[src/rtl/vga_framebuffer_reader.sv]
// vga_framebuffer_reader
//   Scans a VGA raster, fetches the upscaled grey image from the framebuffer read port,
//   centres it on screen and drives grey RGB plus active-low syncs. The geometry
//   (scale factor, frame validity) is latched once per frame at raster origin.
// Ports
//   clk          pixel clock
//   reset        asynchronous, active-low
//   fator        scale factor used by the upscaler (0 = no image)
//   frame_valid  framebuffer holds a complete frame
//   ram_rdaddr   registered framebuffer read address (row-major, base 0)
//   ram_q        framebuffer read data, valid by the RAM_LAT-th edge after ram_rdaddr changes
//   vga_r/g/b    grey pixel value, black outside the image window
//   vga_hs/vs    horizontal / vertical sync, active-low
//   vga_blank_n  1 while the pins carry a visible pixel
//   frame_start  one-clk pulse while the raster counters sit at (0,0), not pipelined
module vga_framebuffer_reader #(
  parameter int unsigned H_VIS   = 640,
  parameter int unsigned H_FP    = 16,
  parameter int unsigned H_SYNC  = 96,
  parameter int unsigned H_BP    = 48,
  parameter int unsigned V_VIS   = 480,
  parameter int unsigned V_FP    = 10,
  parameter int unsigned V_SYNC  = 2,
  parameter int unsigned V_BP    = 33,
  parameter int unsigned IMG_W   = 160,
  parameter int unsigned IMG_H   = 120,
  parameter int unsigned RAM_LAT = 2
) (
  input  logic        clk,
  input  logic        reset,
  input  logic [2:0]  fator,
  input  logic        frame_valid,
  output logic [18:0] ram_rdaddr,
  input  logic [7:0]  ram_q,
  output logic [7:0]  vga_r,
  output logic [7:0]  vga_g,
  output logic [7:0]  vga_b,
  output logic        vga_hs,
  output logic        vga_vs,
  output logic        vga_blank_n,
  output logic        frame_start
);

  localparam logic [9:0]  HLast   = 10'(H_VIS + H_FP + H_SYNC + H_BP - 1);
  localparam logic [9:0]  VLast   = 10'(V_VIS + V_FP + V_SYNC + V_BP - 1);
  localparam logic [9:0]  HSyncS  = 10'(H_VIS + H_FP);
  localparam logic [9:0]  HSyncE  = 10'(H_VIS + H_FP + H_SYNC);
  localparam logic [9:0]  VSyncS  = 10'(V_VIS + V_FP);
  localparam logic [9:0]  VSyncE  = 10'(V_VIS + V_FP + V_SYNC);
  localparam logic [9:0]  HVis10  = 10'(H_VIS);
  localparam logic [9:0]  VVis10  = 10'(V_VIS);
  localparam logic [11:0] HVis12  = 12'(H_VIS);
  localparam logic [11:0] VVis12  = 12'(V_VIS);

  logic [9:0]         r_hcnt, r_vcnt;
  logic               r_show;
  logic [11:0]        r_img_w, r_img_h, r_x0, r_y0;
  logic [18:0]        r_ram_rdaddr;
  logic [RAM_LAT-1:0] r_dly_hs, r_dly_vs, r_dly_blank, r_dly_win;
  logic [7:0]         r_rgb;
  logic               r_hs, r_vs, r_blank_n;

  logic [11:0] w_new_w, w_new_h, w_h12, w_v12;
  logic        w_new_show, w_at_origin, w_in_win;
  logic        w_hs_raw, w_vs_raw, w_blank_raw;
  logic [18:0] w_dx, w_dy, w_addr;

  always_comb begin
    w_new_w     = 12'(IMG_W * fator);
    w_new_h     = 12'(IMG_H * fator);
    w_new_show  = frame_valid && (fator != 3'd0) && (w_new_w <= HVis12) && (w_new_h <= VVis12);
    w_at_origin = (r_hcnt == 10'd0) && (r_vcnt == 10'd0);
    w_h12       = {2'b00, r_hcnt};
    w_v12       = {2'b00, r_vcnt};
    w_in_win    = r_show && (w_h12 >= r_x0) && (w_h12 < r_x0 + r_img_w) &&
                  (w_v12 >= r_y0) && (w_v12 < r_y0 + r_img_h);
    // Offsets are only used inside the window, so the 12-bit differences never underflow.
    w_dx        = {7'd0, w_h12 - r_x0};
    w_dy        = {7'd0, w_v12 - r_y0};
    w_addr      = w_dy * {7'd0, r_img_w} + w_dx;
    w_hs_raw    = !((r_hcnt >= HSyncS) && (r_hcnt < HSyncE));
    w_vs_raw    = !((r_vcnt >= VSyncS) && (r_vcnt < VSyncE));
    w_blank_raw = (r_hcnt < HVis10) && (r_vcnt < VVis10);
  end

  // Raster counters and per-frame geometry latch.
  always_ff @(posedge clk or negedge reset) begin
    if (!reset) begin
      r_hcnt  <= '0;
      r_vcnt  <= '0;
      r_show  <= 1'b0;
      r_img_w <= '0;
      r_img_h <= '0;
      r_x0    <= '0;
      r_y0    <= '0;
    end else begin
      if (r_hcnt == HLast) begin
        r_hcnt <= '0;
        r_vcnt <= (r_vcnt == VLast) ? 10'd0 : r_vcnt + 10'd1;
      end else begin
        r_hcnt <= r_hcnt + 10'd1;
      end
      if (w_at_origin) begin
        r_show  <= w_new_show;
        r_img_w <= w_new_w;
        r_img_h <= w_new_h;
        // Garbage when the image does not fit, but then r_show keeps the window closed.
        r_x0    <= (HVis12 - w_new_w) >> 1;
        r_y0    <= (VVis12 - w_new_h) >> 1;
      end
    end
  end

  // Address stage plus sync/blank/window delay matched to the RAM latency.
  always_ff @(posedge clk or negedge reset) begin
    if (!reset) begin
      r_ram_rdaddr <= '0;
      r_dly_hs     <= '1;
      r_dly_vs     <= '1;
      r_dly_blank  <= '0;
      r_dly_win    <= '0;
    end else begin
      r_ram_rdaddr   <= w_in_win ? w_addr : 19'd0;
      r_dly_hs[0]    <= w_hs_raw;
      r_dly_vs[0]    <= w_vs_raw;
      r_dly_blank[0] <= w_blank_raw;
      r_dly_win[0]   <= w_in_win;
      for (int unsigned i = 1; i < RAM_LAT; i++) begin
        r_dly_hs[i]    <= r_dly_hs[i-1];
        r_dly_vs[i]    <= r_dly_vs[i-1];
        r_dly_blank[i] <= r_dly_blank[i-1];
        r_dly_win[i]   <= r_dly_win[i-1];
      end
    end
  end

  // Output register: pins lag the counters by RAM_LAT+1 clocks.
  always_ff @(posedge clk or negedge reset) begin
    if (!reset) begin
      r_rgb     <= '0;
      r_hs      <= 1'b1;
      r_vs      <= 1'b1;
      r_blank_n <= 1'b0;
    end else begin
      r_rgb     <= (r_dly_blank[RAM_LAT-1] && r_dly_win[RAM_LAT-1]) ? ram_q : 8'd0;
      r_hs      <= r_dly_hs[RAM_LAT-1];
      r_vs      <= r_dly_vs[RAM_LAT-1];
      r_blank_n <= r_dly_blank[RAM_LAT-1];
    end
  end

  assign ram_rdaddr  = r_ram_rdaddr;
  assign vga_r       = r_rgb;
  assign vga_g       = r_rgb;
  assign vga_b       = r_rgb;
  assign vga_hs      = r_hs;
  assign vga_vs      = r_vs;
  assign vga_blank_n = r_blank_n;
  // Gated by reset so the pulse stays low while reset is held at (0,0).
  assign frame_start = reset && w_at_origin;

endmodule

[config.mk]
export PLATFORM = sky130hd
export DESIGN_NAME = vga_framebuffer_reader
export DESIGN_NICKNAME = d
export VERILOG_FILES = /design/src/rtl/vga_framebuffer_reader.sv
export SDC_FILE = /design/constraint.sdc
export NUM_CORES = 1
export LEC_CHECK = 0
export ABC_AREA = 1
export ABC_CLOCK_PERIOD_IN_PS = 8980
export CAP_MARGIN = 30
export CELL_PAD_IN_SITES_DETAIL_PLACEMENT = 0
export CELL_PAD_IN_SITES_GLOBAL_PLACEMENT = 1
export CORE_MARGIN = 5
export CORE_UTILIZATION = 48
export DETAILED_ROUTE_END_ITERATION = 16
export GPL_TIMING_DRIVEN = 0
export PLACE_DENSITY = 0.92
export SKIP_LAST_GASP = 1
export SLEW_MARGIN = 20
export SYNTH_ARGS = -nofsm -noshare
export SYNTH_HDL_FRONTEND = slang
export SYNTH_SLANG_ARGS = --single-unit
export TNS_END_PERCENT = 10
[constraint.sdc]
create_clock -name clk -period 8.98 [get_ports clk]
set_input_delay 1.347 -clock clk [delete_from_list [all_inputs] [get_ports clk]]
set_output_delay 1.347 -clock clk [all_outputs]
set_load 0.01 [all_outputs]
==> impl_metrics.yaml, run 1 <==
status:
  outcome: "finished clean"
placement:
  post-dp-hpwl_um: 13100
  gp_congestion: 0.875
  placement.io_buffers: 60
  pre_cts_slack_ns: 2.98
  number_of_placed_cells_counting_well_taps: 1195
  placement.cell_area_um2: 8310
sta:
  setup-tns-final_ns: 0
  layout_worst_path_cycle_share: 0.680
  fin_worst_hold_slack_ns: 0.356
  setup_viol: 0
  final.setup_skew_ns: 0.00615
  grt_setup_unrepaired: "no"
  final-hold-violation-count: 0
  final_period_minus_worst_setup_slack_ns: 6.10
  timing.fmax_mhz: 164
  final-max-slew-violation-count: 0
  relSlewSlack: 0.599
  worst_pin_slew_ns: 0.602
  final_critical_path_setup_slack_ns: 2.88
critical_path:
  worstSetupPathType: "reg2reg"
  r2r_start: "r_img_h[3]"
  timing.reg2reg.setup_slack_ns: 2.88
  arrival_ns: 6.35
  worstPathRequired_ns: 9.23
  setup.worst_path.start_class: "register"
  worst_r2r_endpoint: "ram_rdaddr[18]"
  crit_path_start: "r_img_h[3]"
  critical_path.max_fanout: 11
  worstRegToRegCells: 27
  worstSetupEndpointType: "register"
clock_network:
  clock_sinks: 83
  clk_transition_reported_paths_ns: 0.07
  cts-buffers-inserted: 9
  root_buffer: "sky130_fd_sc_hd__clkbuf_16"
  clock_path_buffers: 2
  cts_tree: "done"
  worst_skew_pair.late_latency_ns: 0.35
  holdBufCountCts: 0
  cts_max_level: 3
  cts_repair_resize_count: 0
  post-cts-setup-buffers: 0
hold_path:
  hold_path_depth: 0
  worst_hold_path_type: "reg2reg"
  hold_path_startpoint: "r_dly_hs[1]"
  holdPathEnd: "vga_hs"
drt:
  drcViolationCount: 0
  firstDrtPassIters: 4
  antenna_violating_nets_post_route: 0
  via_count: 5985
  routed_len_inst_um: 13.2
  via_to_cell_ratio: 4.94
  drt_initial_violations: 344
  finalWirelength_um: 16000
synth:
  synth_seq_cells: 83
  synthSimpleGateAreaFrac: 0.216
  synth.lib_cells_used.distinct: 49
  synth_mux_area_frac: 0
  netlist_area_um2: 7450
  synth_top_family_by_area: "adder cells"
  ys_async_sr_fraction: 1.00
  yosys_warnings: 0
  synth_edf_count: 0
  synth_seq_area_share: 0.280
  postSynth.topFlopCell: "sky130_fd_sc_hd__dfrtp_1"
  syn_avg_cell_area_um2: 7.88
  synth-compound-area-share: 0.0845
  postSynthCellCount: 946
  synthesis.nets: 1085
  synth_xor_xnor_area_share: 0.0458
  post_synth_fa_ha_maj_area_fraction: 0.254
floorplan:
  die_w_um: 135
  rows: 45
  die_h_um: 135
  die_area_um2: 18100
  core_area_um2: 15200
  initial_core_utilization: 0.490
  top_level_ports: 61
power_and_ir_drop:
  powerDensity_nw_per_um2: 247
  peak_vdd_ir_v: 0.000235
  leakagePower_nw: 4.63
  finalPower_mw: 2.13
final_layout:
  final_cells: 1211
  drive_gt1_frac: 0.0645
  syn2layout_area_growth_pct: 15.6
  design.final.nets: 1157
  finish.utilization: 0.567
  design_area_um2: 8610
  insertedDiodeCount: 0
global_route:
  globalRoute.totalOverflow: 0
  grt_start_max_net_pins: 50
  grt_pass1_wl_um: 28000
  vias_in_the_first_global_route: 5925
  initial_antenna_violation_count: 0
  grt_use_total: 0.189
job:
  cap_viol_max_count: 0
registers in the layout, summed over array words and instances (netlist names), 5 cells and up:
| name | flops |
|---|---|
| ram_rdaddr | 19 |
| r_hcnt | 10 |
| r_vcnt | 10 |
| vga_b | 8 |
| r_img_h | 7 |
| r_y0 | 7 |
| r_img_w | 5 |
| r_x0 | 5 |
cell type report:
class	instances	area [um2]
timing repair buffer	61	618
sequential	83	2080
buffer	24	158
clock inverter	7	81.3
multi-input combinational	643	4470
fill	1411	6590
clock buffer	9	225
tap	188	235
inverter	196	736
worst max-delay path by stage:
stage	endpoint	slack (ns)	cells after the start
final	ram_rdaddr[18]	2.88	27
after global routing	ram_rdaddr[18]	2.54	27
after CTS	ram_rdaddr[18]	2.93	27
after detailed placement	ram_rdaddr[18]	2.98	27
after global placement	frame_start	2.19	4
after floorplan	ram_rdaddr[18]	3.73	29
synth_stat cells, types with 2 or more instances:
library cell	number	area [um2]
sky130_fd_sc_hd__o21bai_1	4	30.0
sky130_fd_sc_hd__nand2_2	2	12.5
sky130_fd_sc_hd__o211ai_1	2	15.0
sky130_fd_sc_hd__or2_2	3	18.8
sky130_fd_sc_hd__nand3_1	47	235
sky130_fd_sc_hd__buf_4	18	135
sky130_fd_sc_hd__nor2_1	117	439
sky130_fd_sc_hd__nand4_1	11	68.8
sky130_fd_sc_hd__inv_2	5	18.8
sky130_fd_sc_hd__ha_1	81	1010
sky130_fd_sc_hd__nor3_1	13	65.1
sky130_fd_sc_hd__a211oi_1	2	15.0
sky130_fd_sc_hd__nand2_1	165	619
sky130_fd_sc_hd__clkbuf_1	6	22.5
sky130_fd_sc_hd__dfrtp_1	77	1930
sky130_fd_sc_hd__a21oi_1	47	235
sky130_fd_sc_hd__nor4_1	3	18.8
sky130_fd_sc_hd__o21ai_0	26	130
sky130_fd_sc_hd__a31oi_1	3	18.8
sky130_fd_sc_hd__inv_1	189	709
sky130_fd_sc_hd__nor4_4	2	42.5
sky130_fd_sc_hd__nor2_2	2	12.5
sky130_fd_sc_hd__a21o_1	8	60.1
sky130_fd_sc_hd__dfstp_2	6	158
sky130_fd_sc_hd__clkinv_1	2	7.51
sky130_fd_sc_hd__xnor2_1	18	158
sky130_fd_sc_hd__xor2_1	21	184
sky130_fd_sc_hd__o31ai_1	2	15.0
sky130_fd_sc_hd__fa_1	44	881
critical path, cell delays in order (launching register included):
cell and delay, ns:
sky130_fd_sc_hd__dfrtp_1 0.70, sky130_fd_sc_hd__ha_1 0.35, sky130_fd_sc_hd__inv_1 0.14, sky130_fd_sc_hd__fa_1 0.40, sky130_fd_sc_hd__nand2_1 0.10, sky130_fd_sc_hd__nand2_1 0.09, sky130_fd_sc_hd__and2_1 0.15, sky130_fd_sc_hd__xor2_1 0.23
sky130_fd_sc_hd__inv_1 0.14, sky130_fd_sc_hd__nor2_1 0.14, sky130_fd_sc_hd__fa_1 0.46, sky130_fd_sc_hd__fa_1 0.49, sky130_fd_sc_hd__inv_1 0.05, sky130_fd_sc_hd__fa_1 0.52, sky130_fd_sc_hd__inv_1 0.04, sky130_fd_sc_hd__ha_1 0.35
sky130_fd_sc_hd__xor2_1 0.18, sky130_fd_sc_hd__ha_1 0.33, sky130_fd_sc_hd__nand2_1 0.08, sky130_fd_sc_hd__nor3_1 0.14, sky130_fd_sc_hd__a21o_1 0.16, sky130_fd_sc_hd__nand2_1 0.08, sky130_fd_sc_hd__nor2_2 0.16, sky130_fd_sc_hd__nand3_1 0.12
sky130_fd_sc_hd__nor2_1 0.17, sky130_fd_sc_hd__nand3_1 0.10, sky130_fd_sc_hd__nand2_1 0.06, sky130_fd_sc_hd__nor2_1 0.04
routing by layer:
layer	wire, um	GRT usage	up-vias
met5	0	0	-
met4	327	0.0622	0
met3	621	0.0253	22
met2	7340	0.315	113
met1	7670	0.257	2769
li1	-	-	3081
power breakdown:
| part | total, mW | switching (mW) | internal [mW] |
|---|---|---|---|
| combinational | 1.33 | 0.804 | 0.523 |
| clock | 0.383 | 0.184 | 0.199 |
| sequential | 0.418 | 0.0252 | 0.393 |
layout by cell type (no fill, tap or decap), types with 5 or more instances in the layout:
master,n
sky130_fd_sc_hd__a21o_1,8
sky130_fd_sc_hd__a21oi_1,47
sky130_fd_sc_hd__buf_4,19
sky130_fd_sc_hd__clkbuf_1,6
sky130_fd_sc_hd__clkbuf_16,9
sky130_fd_sc_hd__clkdlybuf4s50_1,59
sky130_fd_sc_hd__dfrtp_1,77
sky130_fd_sc_hd__dfstp_2,6
sky130_fd_sc_hd__fa_1,44
sky130_fd_sc_hd__ha_1,81
sky130_fd_sc_hd__inv_1,189
sky130_fd_sc_hd__inv_2,5
sky130_fd_sc_hd__nand2_1,165
sky130_fd_sc_hd__nand3_1,47
sky130_fd_sc_hd__nand4_1,11
sky130_fd_sc_hd__nor2_1,117
sky130_fd_sc_hd__nor3_1,13
sky130_fd_sc_hd__o21ai_0,26
sky130_fd_sc_hd__xnor2_1,18
sky130_fd_sc_hd__xor2_1,21
logic make-up after synthesis:
kind of cell | Yosys count
xor+xnor | 39
fa+ha+maj | 125
buf+inv | 220
compound gates | 106
flops | 83
simple gates | 373
No activity file was read; power rests on OpenSTA's default activity.
==> inputs of run 2 (changes only) <==
--- a/config.mk
+++ b/config.mk
@@ -6,15 +6,15 @@
 export NUM_CORES = 1
 export LEC_CHECK = 0
 export ABC_AREA = 1
-export ABC_CLOCK_PERIOD_IN_PS = 8980
+export ABC_CLOCK_PERIOD_IN_PS = 6200
 export CAP_MARGIN = 30
 export CELL_PAD_IN_SITES_DETAIL_PLACEMENT = 0
 export CELL_PAD_IN_SITES_GLOBAL_PLACEMENT = 1
 export CORE_MARGIN = 5
-export CORE_UTILIZATION = 48
+export CORE_UTILIZATION = 45
 export DETAILED_ROUTE_END_ITERATION = 16
 export GPL_TIMING_DRIVEN = 0
-export PLACE_DENSITY = 0.92
+export PLACE_DENSITY = 0.87
 export SKIP_LAST_GASP = 1
 export SLEW_MARGIN = 20
 export SYNTH_ARGS = -nofsm -noshare
==> constraint.sdc (replaced) <==
create_clock -name clk -period 6.2 [get_ports clk]
set_input_delay 0.93 -clock clk [delete_from_list [all_inputs] [get_ports clk]]
set_output_delay 0.93 -clock clk [all_outputs]
set_load 0.01 [all_outputs]
==> run 2 against run 1 <==
  * Cell count increased by 2.6%
  * Critical path depth is the same
  * Sequential cell count did not move
  * Critical endpoint unchanged
  * Maximum frequency rose by 6.0%
  * First-iteration DRC count up 2.9%
  * Combinational power rose by 46%
  * Clock skew hardly changed
  * Routed wire length is 2.6% higher
==> impl_metrics.yaml, run 2 (same netlist as run 1, synthesis figures left out) <==
status:
  outcome: "finished clean"
power_and_ir_drop:
  p_seq_frac: 0.194
  net_sw_frac: 0.471
  combinationalPowerShare: 0.621
  powerDensity_nw_per_um2: 360
  p_sw_mw: 1.47
  clock_power_share: 0.185
  leakagePower_nw: 4.63
  peak_vdd_ir_v: 0.000266
  internal_power_mw: 1.65
sta:
  relSlewSlack: 0.609
  final_period_minus_worst_setup_slack_ns: 5.75
  setup-tns-final_ns: 0
  worst_pin_slew_ns: 0.586
  setup_viol: 0
  final-hold-violation-count: 0
  layout_worst_path_cycle_share: 0.928
  final-max-slew-violation-count: 0
  timing.fmax_mhz: 174
  final.setup_skew_ns: 0.00642
global_route:
  grt_pass1_wl_um: 28400
  grt_start_max_net_pins: 57
  globalRoute.totalOverflow: 0
  initial_antenna_violation_count: 0
  vias_in_the_first_global_route: 6002
  grt_use_total: 0.179
final_layout:
  nFillCells: 1585
  insertedDiodeCount: 0
  mostFrequentLayoutCell: "sky130_fd_sc_hd__inv_1"
  design.final.nets: 1156
  largest_register_ffs: 19
  most-common-layout-cells: "sky130_fd_sc_hd__inv_1, sky130_fd_sc_hd__nand2_1, sky130_fd_sc_hd__nor2_1"
  syn2layout_area_growth_pct: 16.4
  final_cells: 1242
  drive_gt1_frac: 0.0685
drt:
  routed.top_layer: "met4"
  finalWirelength_um: 16400
  met2_length_um: 7580
  wl_met3_um: 593
  antenna_violating_nets_post_route: 0
  firstDrtPassIters: 5
  via_count: 5997
  routed_len_inst_um: 13.2
  via_to_cell_ratio: 4.83
  met1Wirelength_um: 7880
  drt_initial_violations: 354
  drcViolationCount: 0
clock_network:
  clock_path_buffers: 2
  worst_skew_pair.late_latency_ns: 0.35
  cts-buffers-inserted: 9
  cts_max_level: 3
  post-cts-setup-buffers: 0
  root_buffer: "sky130_fd_sc_hd__clkbuf_16"
  clock_sinks: 83
  cts_tree: "done"
  clk_transition_reported_paths_ns: 0.07
floorplan:
  die_area_um2: 19200
  top_level_ports: 61
  rows: 47
  core_area_um2: 16400
  initial_core_utilization: 0.454
  die_h_um: 139
  die_w_um: 139
hold_path:
  hold_path_startpoint: "r_dly_win[0]"
  holdPathEnd: "r_dly_win[1]"
  worst_hold_path_type: "reg2reg"
  hold_path_depth: 0
placement:
  placement.io_buffers: 60
  gp_congestion: 0.844
  number_of_placed_cells_counting_well_taps: 1227
  post-dp-hpwl_um: 13300
critical_path:
  timing.reg2reg.setup_slack_ns: 0.45
  arrival_ns: 6.00
  setup.worst_path.start_class: "register"
  worstSetupEndpointType: "register"
  worstRegToRegCells: 27
  critical_path.max_fanout: 11
  r2r_start: "r_img_h[3]"
  worstSetupPathType: "reg2reg"
  worstPathRequired_ns: 6.45
  worst_r2r_endpoint: "ram_rdaddr[18]"
job:
  cap_viol_max_count: 0
-- run 2: cell types whose count changed in the layout (fill, tap and decap cells not counted), sizes merged --
cell	previous run	this run
clkinv	5	2
clkbuf	15	14
inv	198	200
bufinv	0	1
-- run 2: area by class of cell --
class,count,area [um2],area share
Multi-Input combinational cell,643,4490,0.517
Sequential cell,83,2090,0.240
Buffer,23,154,0.0177
Inverter,196,736,0.0848
Tap cell,220,275,0.0317
Clock buffer,9,225,0.0260
Timing Repair Buffer,61,626,0.0721
Clock inverter,7,87.6,0.0101
-- run 2: metrics by stage --
stage / utilization / worst slack [ns] / instance area [um2] / hold WS, ns / power (mW)
after global routing: 0.529 / -0.00384 / 8680 / 0.358 / 3.48
after CTS: 0.528 / 0.149 / 8670 / 0.352 / 3.15
final: 0.529 / 0.445 / 8680 / 0.350 / 3.13
after detailed placement: 0.509 / 0.175 / 8350 / 0.335 / 2.54
after global placement: 0.508 / 0.190 / 8330 / 0.333 / 2.52
after floorplan: - / 0.947 / 7450 / 0.331 / 2.18
-- run 2: how the worst max path moves through the flow --
stage / startpoint / endpoint / slack, ns / depth (start not counted)
2_1_floorplan: r_vcnt[2] / ram_rdaddr[18] / 0.95 / 29
3_3_place_gp: reset / frame_start / 0.19 / 4
3_5_place_dp: r_img_h[3] / ram_rdaddr[18] / 0.18 / 27
4_1_cts: r_img_h[3] / ram_rdaddr[18] / 0.15 / 27
5_1_grt: r_img_h[3] / ram_rdaddr[18] / -0.004 / 27
6_report: r_img_h[3] / ram_rdaddr[18] / 0.45 / 27
-- run 2: power groups by stage --
stage | logic, mW | registers, mW | clock network, mW
after floorplan | 1.58 | 0.600 | 0
after global placement | 1.90 | 0.617 | 0
after detailed placement | 1.93 | 0.617 | 0
after CTS | 1.94 | 0.607 | 0.596
after global routing | 2.25 | 0.611 | 0.615
final | 1.94 | 0.607 | 0.578
-- run 2: repair_timing --
item / in CTS / in global routing
gates resized for setup: 0 / 4
hold endpoints to repair: 0 / 0
setup endpoints to repair: 0 / 3
hold buffers: 0 / 0
-- run 2: critical path, cell delays in order (launching register included) --
cell	delay, ns
sky130_fd_sc_hd__dfrtp_2	0.54
sky130_fd_sc_hd__ha_2	0.29
sky130_fd_sc_hd__inv_1	0.11
sky130_fd_sc_hd__fa_1	0.39
sky130_fd_sc_hd__nand2_1	0.10
sky130_fd_sc_hd__nand2_1	0.09
sky130_fd_sc_hd__and2_1	0.17
sky130_fd_sc_hd__xor2_2	0.17
sky130_fd_sc_hd__inv_1	0.12
sky130_fd_sc_hd__nor2_1	0.13
sky130_fd_sc_hd__fa_1	0.45
sky130_fd_sc_hd__fa_1	0.49
sky130_fd_sc_hd__inv_1	0.05
sky130_fd_sc_hd__fa_1	0.53
sky130_fd_sc_hd__inv_1	0.04
sky130_fd_sc_hd__ha_1	0.35
sky130_fd_sc_hd__xor2_1	0.18
sky130_fd_sc_hd__ha_1	0.33
sky130_fd_sc_hd__nand2_1	0.08
sky130_fd_sc_hd__o21ai_0	0.17
sky130_fd_sc_hd__a21o_1	0.13
sky130_fd_sc_hd__nand2_1	0.08
sky130_fd_sc_hd__nor2_2	0.17
sky130_fd_sc_hd__nand3_1	0.14
sky130_fd_sc_hd__nor2_2	0.16
sky130_fd_sc_hd__nand3_1	0.09
sky130_fd_sc_hd__nand2_1	0.06
sky130_fd_sc_hd__nor2_1	0.04
-- run 2: routing by layer --
metal / GRT usage / vias to the layer above
met5: 0 / -
met4: 0.0613 / 0
met3: 0.0252 / 15
met2: 0.300 / 98
met1: 0.239 / 2788
li1: - / 3096
